**src/rtl/rw_pkg.sv**
```systemverilog
// Shared definitions for the random-walk BRAM arbiter and its clients.
package rw_pkg;

    localparam int ADDR_WIDTH = 13;
    localparam int DATA_WIDTH = 32;

    // Table base offsets inside the shared BRAM
    localparam int NEI_ADDR_TABLE_OFFSET = 10;
    localparam int NEI_TABLE_OFFSET      = 100;
    localparam int SCORE_TABLE_OFFSET    = 1000;

    // Requester IDs (bit positions in req/gnt vectors)
    localparam int REQ_WALK  = 0;
    localparam int REQ_SCORE = 1;

    // Arbiter ownership state
    typedef enum logic [1:0] {
        ST_IDLE  = 2'd0,
        ST_LOCK0 = 2'd1,
        ST_LOCK1 = 2'd2
    } arb_state_e;

    // Requesters allowed to be granted in a given state
    function automatic logic [1:0] allowed_mask(arb_state_e s);
        case (s)
            ST_LOCK0: allowed_mask = 2'b01;
            ST_LOCK1: allowed_mask = 2'b10;
            default:  allowed_mask = 2'b11;
        endcase
    endfunction

endpackage

```
**src/rtl/rr_arb2.sv**
```systemverilog
// Two-way round-robin arbiter with its own last-grant pointer.
module rr_arb2 (
    input  logic       i_clk,
    input  logic       i_rst_n,
    input  logic [1:0] i_req,       // already masked by the lock state
    input  logic       i_force,     // override the pointer (forced lock release)
    input  logic       i_force_id,  // value written to the pointer on override
    output logic [1:0] o_gnt
);

    logic last_q, last_d;

    // Grant selection: lone requester wins; on contention the one not granted last wins
    always_comb begin
        o_gnt = 2'b00;
        case (i_req)
            2'b01:   o_gnt = 2'b01;
            2'b10:   o_gnt = 2'b10;
            2'b11:   o_gnt = last_q ? 2'b01 : 2'b10;
            default: o_gnt = 2'b00;
        endcase
        last_d = last_q;
        if (i_force)       last_d = i_force_id;
        else if (o_gnt[1]) last_d = 1'b1;
        else if (o_gnt[0]) last_d = 1'b0;
    end

    // Pointer register; reset value makes requester 0 win the first contention
    always_ff @(posedge i_clk) begin
        if (!i_rst_n) last_q <= 1'b1;
        else          last_q <= last_d;
    end

endmodule

```
**src/rtl/rw_bram_arbiter.sv**
```systemverilog
// Shares the single-port random-walk BRAM between the walker and the score
// accumulator: round-robin arbitration plus an RMW lock with forced release.
module rw_bram_arbiter #(
    parameter int ADDR_WIDTH      = rw_pkg::ADDR_WIDTH,
    parameter int DATA_WIDTH      = rw_pkg::DATA_WIDTH,
    parameter int MAX_LOCK_CYCLES = 16
) (
    input  logic                  i_clk,
    input  logic                  i_rst_n,
    input  logic [1:0]            i_req,
    input  logic [1:0]            i_lock,
    input  logic [1:0]            i_we,
    input  logic [ADDR_WIDTH-1:0] i_addr0,
    input  logic [ADDR_WIDTH-1:0] i_addr1,
    input  logic [DATA_WIDTH-1:0] i_wdata0,
    input  logic [DATA_WIDTH-1:0] i_wdata1,
    output logic [1:0]            o_gnt,
    output logic [1:0]            o_rvalid,
    output logic [DATA_WIDTH-1:0] o_rdata,
    output logic [ADDR_WIDTH-1:0] o_bram_addr,
    output logic                  o_bram_write,
    output logic [DATA_WIDTH-1:0] o_bram_data,
    input  logic [DATA_WIDTH-1:0] i_bram_data,
    output logic                  o_lock_timeout
);

    import rw_pkg::*;

    localparam int CW = (MAX_LOCK_CYCLES > 2) ? $clog2(MAX_LOCK_CYCLES) : 1;
    localparam logic [CW-1:0] LCNT_MAX = CW'(MAX_LOCK_CYCLES - 1);

    arb_state_e    state_q, state_d;
    logic [CW-1:0] lcnt_q, lcnt_d;
    logic [1:0]    rvalid_q, rvalid_d;
    logic [1:0]    req_eff, gnt_arb, gnt;
    logic          timeout, own, sel;

    assign own     = (state_q == ST_LOCK1);
    assign req_eff = i_req & allowed_mask(state_q);
    assign timeout = (state_q != ST_IDLE) && (lcnt_q == LCNT_MAX);

    rr_arb2 u_rr (
        .i_clk      (i_clk),
        .i_rst_n    (i_rst_n),
        .i_req      (req_eff),
        .i_force    (timeout),
        .i_force_id (own),
        .o_gnt      (gnt_arb)
    );

    // Nothing is issued while reset is held, even if state has not cleared yet
    assign gnt   = gnt_arb & {2{i_rst_n}};
    assign o_gnt = gnt;
    assign sel   = gnt[REQ_SCORE];

    assign o_bram_addr    = sel ? i_addr1  : i_addr0;
    assign o_bram_data    = sel ? i_wdata1 : i_wdata0;
    assign o_bram_write   = (|gnt) & (sel ? i_we[REQ_SCORE] : i_we[REQ_WALK]);
    assign o_rdata        = i_bram_data;
    // A read issued just before reset must not report data during reset
    assign o_rvalid       = rvalid_q & {2{i_rst_n}};
    assign o_lock_timeout = timeout & i_rst_n;
    assign rvalid_d       = gnt & ~i_we;

    // Lock FSM and lock-duration counter: next state
    always_comb begin
        state_d = state_q;
        lcnt_d  = lcnt_q;
        case (state_q)
            ST_IDLE: begin
                lcnt_d = '0;
                if (gnt[REQ_WALK] && i_lock[REQ_WALK])        state_d = ST_LOCK0;
                else if (gnt[REQ_SCORE] && i_lock[REQ_SCORE]) state_d = ST_LOCK1;
            end
            default: begin
                lcnt_d = lcnt_q + CW'(1);
                // leave on forced release, on the final unlocked access,
                // or when the owner has gone quiet and no longer wants the lock
                if (timeout || (gnt[own] && !i_lock[own]) || (!i_req[own] && !i_lock[own]))
                    state_d = ST_IDLE;
            end
        endcase
    end

    // State, counter and read-valid pipeline registers
    always_ff @(posedge i_clk) begin
        if (!i_rst_n) begin
            state_q  <= ST_IDLE;
            lcnt_q   <= '0;
            rvalid_q <= 2'b00;
        end else begin
            state_q  <= state_d;
            lcnt_q   <= lcnt_d;
            rvalid_q <= rvalid_d;
        end
    end

endmodule

```
**config.mk**
```make
export PLATFORM = sky130hd
export DESIGN_NAME = rw_bram_arbiter
export DESIGN_NICKNAME = d
export VERILOG_FILES = /design/src/rtl/rw_pkg.sv /design/src/rtl/rr_arb2.sv /design/src/rtl/rw_bram_arbiter.sv
export SDC_FILE = /design/constraint.sdc
export NUM_CORES = 1
export LEC_CHECK = 0
export CAP_MARGIN = 40
export CORE_MARGIN = 3
export CORE_UTILIZATION = 20
export CTS_BUF_LIST = sky130_fd_sc_hd__clkbuf_8
export DETAILED_ROUTE_END_ITERATION = 6
export HOLD_SLACK_MARGIN = 0.08
export PLACE_DENSITY = 0.84
export REMOVE_ABC_BUFFERS = 1
export SLEW_MARGIN = 0
export SYNTH_ARGS = -nofsm -noshare
export SYNTH_HDL_FRONTEND = slang
export SYNTH_HIERARCHICAL = 1
export SYNTH_SLANG_ARGS = --single-unit
```
**constraint.sdc**
```tcl
create_clock -name i_clk -period 1.91 [get_ports i_clk]
set_input_delay 0.382 -clock i_clk [delete_from_list [all_inputs] [get_ports i_clk]]
set_output_delay 0.382 -clock i_clk [all_outputs]
set_load 0.02 [all_outputs]
```
==> metrics.txt <==
Routed Wire Length=7220 microns; Max Root-Sink Buffers=2; CTS sink count=9; Setup Skew=0.00145 ns; Register-to-Register Path Depth=11; vias in the first global route=1,814; Slew headroom=66.0%; Post-DP Area=2700 sq um; die width=86.4 microns; Critical R2R Launch=state_q[1]; CTS tree=done; Min Clock Period, post-route=2.41 ns; Die Area=7470 sq um; starting DRC count in detailed routing=34; clock transition at the registers of the reported paths=0.04 ns; CP arrival=2.03 ns; share of the synthesized area in the top cell type=23.5%; Total Power=1.29 mW; Hold Path End=lcnt_q[0]; number of I/O port buffers=148; Rows=28; Pwr Density=415 nW/um^2; Max Fanout on Critical Path=5; vias after detailed routing=1,563; gp weighted congestion=0.796; VDD IR max=216 uV; startpoint types=flop; max-cap viol count=0; Mean Syn Cell Area=9.65 sq um; synth top area cells=mux2_2 24%, mux2_4 21%, buf_4 19%; area added between synthesis and finish=141%; area leader, netlist=mux2_2; Slew Limit Fails=0; Starting Density=21.2%; Routed Antenna Nets=0; Setup WS pre-CTS=-1.14 ns; GRT Total Usage=17.9%; leak pwr=1.49 nW; worst hold path type=reg -> reg; ant diodes=0; violated checks=negative setup slack; vias per cell=4.44; drt pass-1 iters=4; Yosys reg bits=9; antenna violations before repair=0; most common cell after layout, fill and taps aside=clkdlybuf4s50_1; grt ovf=0; root buffer cell=clkbuf_8; worst r2r dst=state_q[1]; hold_sp=lcnt_q[0]; CP Capture Type=primary output; Worst Max-Slew Pin Slew=0.504 ns; Die H=86.4 microns; status=complete, but fails checks; later-pin clock latency in the skew report=0.23 ns; per-cell routed wire length=20.5 microns; Netlist cell types=28; WHS Path Cells=1; Residual DRC=0; first-pass GRT wire length=10,000 microns; Num CTS Buffers=3; DP Wirelength=5660 microns; # hold bufs at CTS=0; reg2reg setup slack=0.13 ns; f_max=415 MHz; Setup CP Type=reg -> out; Syn Inst Count=134; Hold WS=0.448 ns; sequential share of the synthesized area=13.9%; Yosys warning total=6; H-tree levels=1; final hold vios=0; design area=3120 sq um; CP required=1.53 ns; share of cells above drive strength 1=50.5%; setup violators final=47; # nets final=409; Final Cycle Share=126%; largest net degree at the start of global routing=13; min setup slack post-route=-0.500 ns; RSZ-0062 raised after global routing=true; CORE AREA=6100 sq um; IO Count=213; Synth Cell Area=1290 sq um; most frequent cells in the layout=94 x clkdlybuf4s50_1, 52 x buf_6, 39 x mux2_4, 11 x buf_4
metal layers:
metal  vias up  routed length [microns]  GRT usage, %
met5         -                        0             0
met4         0                       26          1.84
met1       727                     2580          19.7
li1        718                        -             -
met2       116                     3600          29.6
met3         2                     1010          12.1
timing repair:
action                                  CTS  global route
endpoints found under the setup margin   53            50
cloned                                    3             2
hold endpoints to repair                  0             0
setup buffers                            16             1
gates resized for setup                 328            21
pin swaps                                 6             3
where the power goes:
part	internal [mW]	total (mW)	switching, mW	leakage [nW]
clock	0.139	0.208	0.0690	0.0269
sequential	0.199	0.207	0.00746	0.0739
combinational	0.551	0.877	0.326	1.39
total	0.890	1.29	0.402	1.49
synth_stat cells:
library cell  count
a211oi_1          1
a21boi_0          2
and2_1            3
and2_4            1
and2b_2           1
and3_1            1
buf_2             2
buf_4            32
buf_6             3
dfxtp_1           9
ha_1              1
inv_1             4
mux2_2           27
mux2_4           18
nand2_1           4
nand2_2           1
nand3_1           3
nand4_1           1
nor2_1            9
nor2b_1           3
o21ai_0           1
o22ai_1           1
o311ai_0          1
o311ai_2          1
o31ai_1           1
or2_2             1
xnor2_1           1
xor2_1            1
critical path, cell delays in order (launching register included):
cell,delay (ns)
dfxtp_2,0.34
inv_2,0.06
nor2_4,0.11
nor2b_4,0.05
and2_4,0.13
and2b_2,0.23
nand2_4,0.08
buf_12,0.15
buf_12,0.13
buf_6,0.11
mux2_4,0.29
buf_6,0.13
cells by family (layout without fill, tap and decap cells):
family	after synthesis	in the layout	share of synthesized area [%]
XOR/XNOR	2	2	1.35
buffers and inverters	41	184	23.1
AND/OR/NAND/NOR	28	28	11.1
multiplexers	45	45	44.4
AO/OA/AOI/OAI	8	8	5.13
adder cells (fa/ha/maj)	1	1	0.967
flip-flops	9	9	13.9
worst max path at each step:
stage               start        endpoint  slack, ns  cells past startpoint
2_1_floorplan  state_q[0]    o_bram_write      -1.03                      7
3_3_place_gp     i_req[0]  o_bram_data[6]      -1.12                      8
3_5_place_dp     i_req[0]  o_bram_data[8]      -1.14                      8
4_1_cts        state_q[1]  o_bram_addr[7]      -0.54                     11
5_1_grt        state_q[1]  o_bram_addr[1]      -0.58                     11
6_report       state_q[1]  o_bram_addr[1]      -0.50                     11
stage by stage:
step,TNS [ns],util (%),cells
global placement,-51.80,44.3,332
floorplan,-25.88,-,97
global route,-22.96,51.1,352
detailed placement,-52.72,44.3,332
CTS,-22.46,51.0,355
finish,-19.57,51.1,352
layout make-up:
type | count | area [sq um]
sequential | 9 | 181
clock inverter | 1 | 3.75
inverter | 4 | 17.5
fill | 566 | 2980
clock buffer | 3 | 41.3
multi-input combinational | 84 | 940
tap | 75 | 93.8
timing repair buffer | 176 | 1840
flip-flops by register name, indices dropped and copies added, names as in the netlist:
name and cells:
rvalid_q 2, u_rr/last_q 1, lcnt_q 4, state_q 2
Note: power is estimated with default switching activity, not from simulation.
